$ cat src/rtl/fused_mac_pe.sv
// Fused-precision systolic MAC processing element.
// An 8-bit activation and an 8-bit weight are split into 1x8b, 2x4b or 4x2b lanes,
// the lane products are summed into one dot product and added either to the
// upstream partial sum or to a local accumulator. Two register stages, one global
// stall, valid travelling with the data.
module fused_mac_pe #(
    parameter int COL_WIDTH = 11,
    parameter int PSUM_W    = 4 * COL_WIDTH
) (
    input  logic              clk,
    input  logic              rst_n,
    input  logic              stall,
    input  logic              valid_in,
    input  logic [1:0]        mode,
    input  logic              s_in,
    input  logic              s_weight,
    input  logic [7:0]        in,
    input  logic [7:0]        weight,
    input  logic [PSUM_W-1:0] psum_in,
    input  logic              acc_mode,
    input  logic              acc_clr,
    output logic              valid_out,
    output logic [PSUM_W-1:0] psum_fwd
);

    // Lane width selector passed to the extension helper.
    localparam logic [1:0] LW2 = 2'd0;
    localparam logic [1:0] LW4 = 2'd1;
    localparam logic [1:0] LW8 = 2'd2;

    // Extend the low lane bits of a field to 9 bits, sign or zero per sgn.
    function automatic logic signed [8:0] f_ext(input logic [7:0] f, input logic sgn,
                                                 input logic [1:0] lw);
        logic [8:0] v;
        case (lw)
            LW2:     v = {{7{sgn & f[1]}}, f[1:0]};
            LW4:     v = {{5{sgn & f[3]}}, f[3:0]};
            default: v = {sgn & f[7], f};
        endcase
        return signed'(v);
    endfunction

    // Exact signed product of one lane; 9x9 bits always fits in 18.
    function automatic logic signed [17:0] f_lane(input logic [7:0] a, input logic [7:0] b,
                                                  input logic sa, input logic sb,
                                                  input logic [1:0] lw);
        logic signed [17:0] ea;
        logic signed [17:0] eb;
        ea = 18'(f_ext(a, sa, lw));
        eb = 18'(f_ext(b, sb, lw));
        return ea * eb;
    endfunction

    logic signed [17:0]       w_prod_sum;
    logic signed [PSUM_W-1:0] w_base;
    logic signed [PSUM_W-1:0] w_result;

    logic                     r_vld_p1;
    logic signed [17:0]       r_prod_p1;
    logic signed [PSUM_W-1:0] r_psum_p1;
    logic                     r_accm_p1;
    logic                     r_accc_p1;

    logic                     r_vld_p2;
    logic signed [PSUM_W-1:0] r_fwd_p2;
    logic signed [PSUM_W-1:0] r_acc;

    // Fused dot product of the lanes selected by mode (11 behaves as 8x8).
    always_comb begin
        w_prod_sum = '0;
        case (mode)
            2'b01: begin
                w_prod_sum = f_lane({4'b0, in[3:0]}, {4'b0, weight[3:0]}, s_in, s_weight, LW4)
                           + f_lane({4'b0, in[7:4]}, {4'b0, weight[7:4]}, s_in, s_weight, LW4);
            end
            2'b10: begin
                w_prod_sum = f_lane({6'b0, in[1:0]}, {6'b0, weight[1:0]}, s_in, s_weight, LW2)
                           + f_lane({6'b0, in[3:2]}, {6'b0, weight[3:2]}, s_in, s_weight, LW2)
                           + f_lane({6'b0, in[5:4]}, {6'b0, weight[5:4]}, s_in, s_weight, LW2)
                           + f_lane({6'b0, in[7:6]}, {6'b0, weight[7:6]}, s_in, s_weight, LW2);
            end
            default: begin
                w_prod_sum = f_lane(in, weight, s_in, s_weight, LW8);
            end
        endcase
    end

    // Stage 1: capture the product and its controls; invalid beats leave data untouched.
    always_ff @(posedge clk or negedge rst_n) begin
        if (!rst_n) begin
            r_vld_p1  <= 1'b0;
            r_prod_p1 <= '0;
            r_psum_p1 <= '0;
            r_accm_p1 <= 1'b0;
            r_accc_p1 <= 1'b0;
        end else if (!stall) begin
            r_vld_p1 <= valid_in;
            if (valid_in) begin
                r_prod_p1 <= w_prod_sum;
                r_psum_p1 <= psum_in;
                r_accm_p1 <= acc_mode;
                r_accc_p1 <= acc_clr;
            end
        end
    end

    // Pick the addend: cleared or running accumulator, or the upstream psum.
    always_comb begin
        w_base = r_psum_p1;
        if (r_accm_p1) begin
            w_base = r_accc_p1 ? '0 : r_acc;
        end
        w_result = PSUM_W'(r_prod_p1) + w_base;
    end

    // Stage 2: forward the wrapped sum; the accumulator only moves on acc_mode beats.
    always_ff @(posedge clk or negedge rst_n) begin
        if (!rst_n) begin
            r_vld_p2 <= 1'b0;
            r_fwd_p2 <= '0;
            r_acc    <= '0;
        end else if (!stall) begin
            r_vld_p2 <= r_vld_p1;
            if (r_vld_p1) begin
                r_fwd_p2 <= w_result;
                if (r_accm_p1) begin
                    r_acc <= w_result;
                end
            end
        end
    end

    assign valid_out = r_vld_p2;
    assign psum_fwd  = r_fwd_p2;

endmodule

$ cat config.mk
export PLATFORM = sky130hd
export DESIGN_NAME = fused_mac_pe
export DESIGN_NICKNAME = d
export VERILOG_FILES = /design/src/rtl/fused_mac_pe.sv
export SDC_FILE = /design/constraint.sdc
export NUM_CORES = 1
export LEC_CHECK = 0
export CORE_AREA = 2 2 192 194
export CTS_CLUSTER_DIAMETER = 50
export DETAILED_ROUTE_END_ITERATION = 8
export DIE_AREA = 0 0 194 196
export PLACE_DENSITY_LB_ADDON = 0.05
export SLEW_MARGIN = 5
export SYNTH_ARGS = -nofsm -noshare
export SYNTH_HDL_FRONTEND = slang
export SYNTH_SLANG_ARGS = --single-unit
$ cat constraint.sdc
create_clock -name clk -period 4.3 [get_ports clk]
set_input_delay 0.86 -clock clk [delete_from_list [all_inputs] [get_ports clk]]
set_output_delay 0.86 -clock clk [all_outputs]
set_load 0.1 [all_outputs]
# Yosys cells after proc, flatten, opt, wreduce, memory -nomap -nowiden
# Cells that the tools add are included.
dict set report word_totals {
  ff_bits 154
  inputBits 70
  output_inout_bits 45
  word_cells 52
}
dict set report classes {
  n_addsub 5
  mul 7
  n_eq_ne 2
  mux 17
  n_bitwise 9
  reduce_logical 4
}
# operator count
set op_table {}
lappend op_table {{$mul A9 B9 Y18} 7}
lappend op_table {{$mux W9} 14}
lappend op_table {{$mux W44} 2}
lappend op_table {{$add A18 B18 Y18} 4}
lappend op_table {{$add A18 B44 Y44} 1}
lappend op_table {{$pmux W18 S2} 1}
lappend op_table {{$and A1 B1 Y1} 8}
lappend op_table {{$reduce_and A2 Y1} 2}
lappend op_table {{$reduce_and A3 Y1} 1}
lappend op_table {{$eq A2 B1 Y1 const B} 1}
lappend op_table {{$eq A2 B2 Y1 const B} 1}
lappend op_table {{$reduce_or A2 Y1} 1}
lappend op_table {{$not A1 Y1} 1}

# Depth between registers and ports, before layout
dict set report depth {
  word_depth 7
  depth_mapped 30
  ltp_nobuf 28
}

# Worst setup path after synthesis
# OpenSTA, ideal clock, no wires.
dict set report synth_timing {
  kind {in2reg}
  startpoint {input weight[7]}
  endpoint {register r_prod_p1[15]}
  setup_time_ps 130
  t_arrival_ps 7842
  required_time_ps 4170
  slack_ps -3672
  stages 27
  n_path_buf 1
  cell_sequence {clkbuf_1 -> nand2_1 -> inv_1 -> nand2_1 -> nor2_1 -> inv_1 -> fa_1 -> inv_1 -> fa_1 -> inv_1 -> fa_1 -> inv_1 -> fa_1 -> fa_1 -> fa_1 -> fa_1 -> inv_1 -> fa_1 -> inv_1 -> ha_1 -> or3_1 -> o211ai_1 -> a21boi_0 -> o21a_1 -> or3_1 -> a32oi_1 -> o21ai_0}
}
dict set report synth_between {
  elab_chain_len 5
  elab_cells_between_ends 10
  classes_between {add/sub: 2; mul: 3; mux: 4; bitwise: 1}
}
# element line_no
set synth_lines {}
lappend synth_lines {{from (decl)} 18} ;# input logic [7:0] weight,
lappend synth_lines {{$and A1 B1 Y1} {36, 37, 38}}
lappend synth_lines {{$mux W9} 71} ;# case (mode)
lappend synth_lines {{$mul A9 B9 Y18} 51} ;# return ea * eb;
lappend synth_lines {{$add A18 B18 Y18 (on tied branches)} {80, 74}}
lappend synth_lines {{$pmux W18 S2 (*)} 71}
lappend synth_lines {{to (signal assigned)} 99} ;# r_prod_p1 <= w_prod_sum;
lappend synth_lines {{to (decl)} 59} ;# logic signed [17:0] r_prod_p1;
# Mark *: on every way between the ends. The rest lies on a longest branch, timed or not. The select of a mux whose other input is x is not followed.
# A chain may end at the register's enable or synchronous reset.

# Worst setup path in the final report
dict set report layout_timing {
  startpoint {input in[7]}
  endpoint {register r_prod_p1[15]}
}
dict set report layout_between {
  elab_chain_len 5
  elab_cells_between_ends 10
  classes_between {add/sub: 2; mul: 3; mux: 4; bitwise: 1}
}
# element line_no
set layout_lines {}
lappend layout_lines {{from (decl)} 17} ;# input logic [7:0] in,
lappend layout_lines {{$and A1 B1 Y1} {36, 37, 38}}
lappend layout_lines {{$mux W9} 71}
lappend layout_lines {{$mul A9 B9 Y18} 51}
lappend layout_lines {{$add A18 B18 Y18 (on tied branches)} {80, 74}}
lappend layout_lines {{$pmux W18 S2 (*)} 71}
# Marked as above.

==> impl_metrics.tcl <==
set metrics [dict create \
    status "finished with violations" \
    violations "negative setup slack" \
    final_layout_size_suffix_gt1_share_pct 21.9 \
    grt_pass1_wl_um 105000 \
    worst_hold_slack_ns 0.480 \
    worst_setup_path_start_kind "primary input" \
    worst_hold_path_type "flip-flop to flip-flop" \
    pwr-share-comb_pct 84.1 \
    synthTopCellsByArea "fa_1 (30%), dfrtp_1 (17%), ha_1 (14%), inv_1 (8.6%), nand2_1 (5.1%)" \
    synth_top_cell_by_area "fa_1" \
    tns_ns -35.38 \
    io_pins 115 \
    synthFlopType "dfrtp_1" \
    hold_viol 0 \
    place_hpwl_um 54100 \
    avgSynthCellArea_um2 9.00 \
    intPower_mw 11.7 \
    worst_clock_skew_ns 0.00968 \
    synth_edf_count 0 \
    finalPower_mw 24.1 \
    hold_buffers 0 \
    routed_wl_um 66000 \
    final_common_cell "inv_1" \
    p_clk_share_pct 6.4 \
    layout_min_cycle_time_ns 7.08 \
    endpoint_kind "flip-flop" \
    fin_util_pct 78.7 \
    overflow 0 \
    tightestPinTransition_ns 1.01 \
    power_switching_share_pct 51.3 \
    path_class "primary input to flip-flop" \
    dr_total_vias 18900 \
    h-tree-depth 4 \
    cts_buffers 17 \
    seqPwrFrac_pct 9.6 \
    peakVddDrop_v 0.000901 \
    ys_ff_latch 154 \
    worst_ep_arrival_time_ns 7.39 \
    antenna_cells 0 \
    die_w_um 194 \
    drtPass1Iterations 5 \
    cts_root_buf "clkbuf_16" \
    syn_inst 2491 \
    finalMaxSlewViolations 0 \
    cp_data_required_time_ns 4.61 \
    setup_violations 15 \
    crit_slowest_cell "fa_2" \
    power.switching_mw 12.4 \
    syn-num-nets 3149 \
    fin_ws_ns -2.78 \
    clkLatencyLatePin_ns 0.43 \
    mostFrequentLayoutCells "inv_1 (481), buf_4 (352), fa_1 (318), nand2_1 (285), ha_1 (221)" \
    cts_buffer_depth 2 \
    fp.dieArea_um2 38000 \
    path_clk_slew_ns 0.06 \
    fmax_mhz 141 \
    core_area_um2 36100 \
    synth.distinct_cells 73 \
    slew_headroom_pct 32.3 \
    critPathMaxStageDelay_ns 0.59 \
    grt_use_total_pct 35.3 \
    via_per_inst 5.55 \
    synth_top_area_share_pct 30.1 \
    cts.sinks 154 \
    drtAntennaViolNets 0 \
    dieHeight_um 196 \
    critPathMaxFanout 4 \
    antenna_found_initial 0 \
    gp_congestion 0.989 \
    io_buffer_count 114 \
    drtIter0Drc 1072 \
    maxCapViolCount 0 \
    ys_seq_area_share_pct 17.2 \
    cts_tree "yes" \
    final_nets 3575 \
    min_period_over_period_pct 165 \
    grt_setup_unrepaired "true" \
    leakagePower_nw 14.4 \
    powerDensity_nw_per_um2 849 \
    num_rows 70 \
    area_growth_pct 26.7 \
    floorplan.initialDensity_pct 62.1 \
    yosysWarnings 0 \
    async_flop_share_pct 100 \
    wire_per_inst_um 19.4 \
    grt_max_degree 83 \
    grt_pass1_vias 20500 \
    drc 0 \
    netlist_area_um2 22400 \
]
per-layer routing:
metal | GRT usage, % | routed length [µm]
met1 | 41.6 | 25400
met2 | 64.3 | 34100
met3 | 3.58 | 2760
met4 | 17.5 | 3700
met5 | 0 | 0
power groups by stage:
stage / sequential [mW] / clock (mW) / combinational, mW
final: 2.30 / 1.54 / 20.3
after global routing: 2.36 / 1.62 / 21.9
after CTS: 2.30 / 1.56 / 19.5
after detailed placement: 2.32 / 0 / 18.4
after global placement: 2.29 / 0 / 18.0
after floorplan: 3.62 / 0 / 9.79
cell families after synthesis:
logic type	synth area share, %
muxes	0.179
xor gates and xnor gates	3.67
and+or+nand+nor	11.6
DFF	17.2
adders and majority gates	44.1
buffers and inverters	10.4
AOI/OAI and AO/OA	12.9
final cells by class:
| cell class | instances | area [µm²] |
|---|---|---|
| Clock buffer | 21 | 460 |
| Clock inverter | 10 | 143 |
| Fill cell | 2421 | 7680 |
| Inverter | 515 | 1970 |
| Multi-Input combinational cell | 1731 | 17200 |
| Sequential cell | 154 | 3850 |
| Tap cell | 468 | 586 |
| Timing Repair Buffer | 498 | 4190 |
timing repair:
item                                    in CTS  in global routing
resized for setup                          179                 71
endpoints found under the setup margin      16                 16
setup buffers                               25                 17
pin swaps                                   65                 96
endpoints found under the hold margin        0                  0
path summary, 6_finish.rpt:
path	startpoint	to	slack, ns	cells after the start
max	in[7]	r_prod_p1[15]	-2.78	26
min	psum_fwd[1]	psum_fwd[1]	0.48	2
max reg2reg	r_accm_p1	r_acc[31]	0.28	13
min reg2reg	psum_fwd[1]	psum_fwd[1]	0.48	2
max in group asynchronous	rst_n	r_acc[10]	2.94	2
min in group asynchronous	rst_n	psum_fwd[31]	0.50	1
state kept, by name (all words and copies together) (netlist names):
name / count
valid_out: 1
r_acc: 44
r_psum_p1: 44
r_accc_p1: 1
r_prod_p1: 18
r_accm_p1: 1
r_vld_p1: 1
psum_fwd: 44
cell usage after synthesis, types with 5 or more instances:
cell type    n
o21ai_0    212
a22oi_1      8
nor3_1      16
a31oi_1      6
ha_1       251
or3_1        9
nand2_1    307
o21a_1      17
a211oi_1    18
xor2_1      35
or2_2        5
a21o_1      26
nor2b_1     10
o211ai_1     6
nand4_1     17
nand2b_1    20
buf_1        6
and3_1      19
dfrtp_1    154
o21bai_1    12
nor2_1      86
a21boi_0     6
a21oi_1     85
clkbuf_1    72
xnor2_1     59
fa_1       337
inv_1      515
and2_1      51
buf_2        5
o21ai_1     13
nand3_1     21
or4_1        5
o31ai_1      5
critical path: cells and delay by family:
kind	cells	cell delay [ns]
buffers and inverters	8	0.56
AND/OR/NAND/NOR	4	0.87
AO/OA/AOI/OAI	5	0.95
adder cells (fa/ha/maj)	9	4.13
stage by stage:
step / setup WS (ns) / instances / cell area (µm²)
after floorplan: -2.68 / 2491 / 22900
after global placement: -3.41 / 3332 / 26800
after detailed placement: -3.51 / 3332 / 26800
after CTS: -2.72 / 3387 / 28100
after global routing: -2.99 / 3397 / 28400
final: -2.78 / 3397 / 28400
Note: power is estimated with default switching activity, not from simulation.
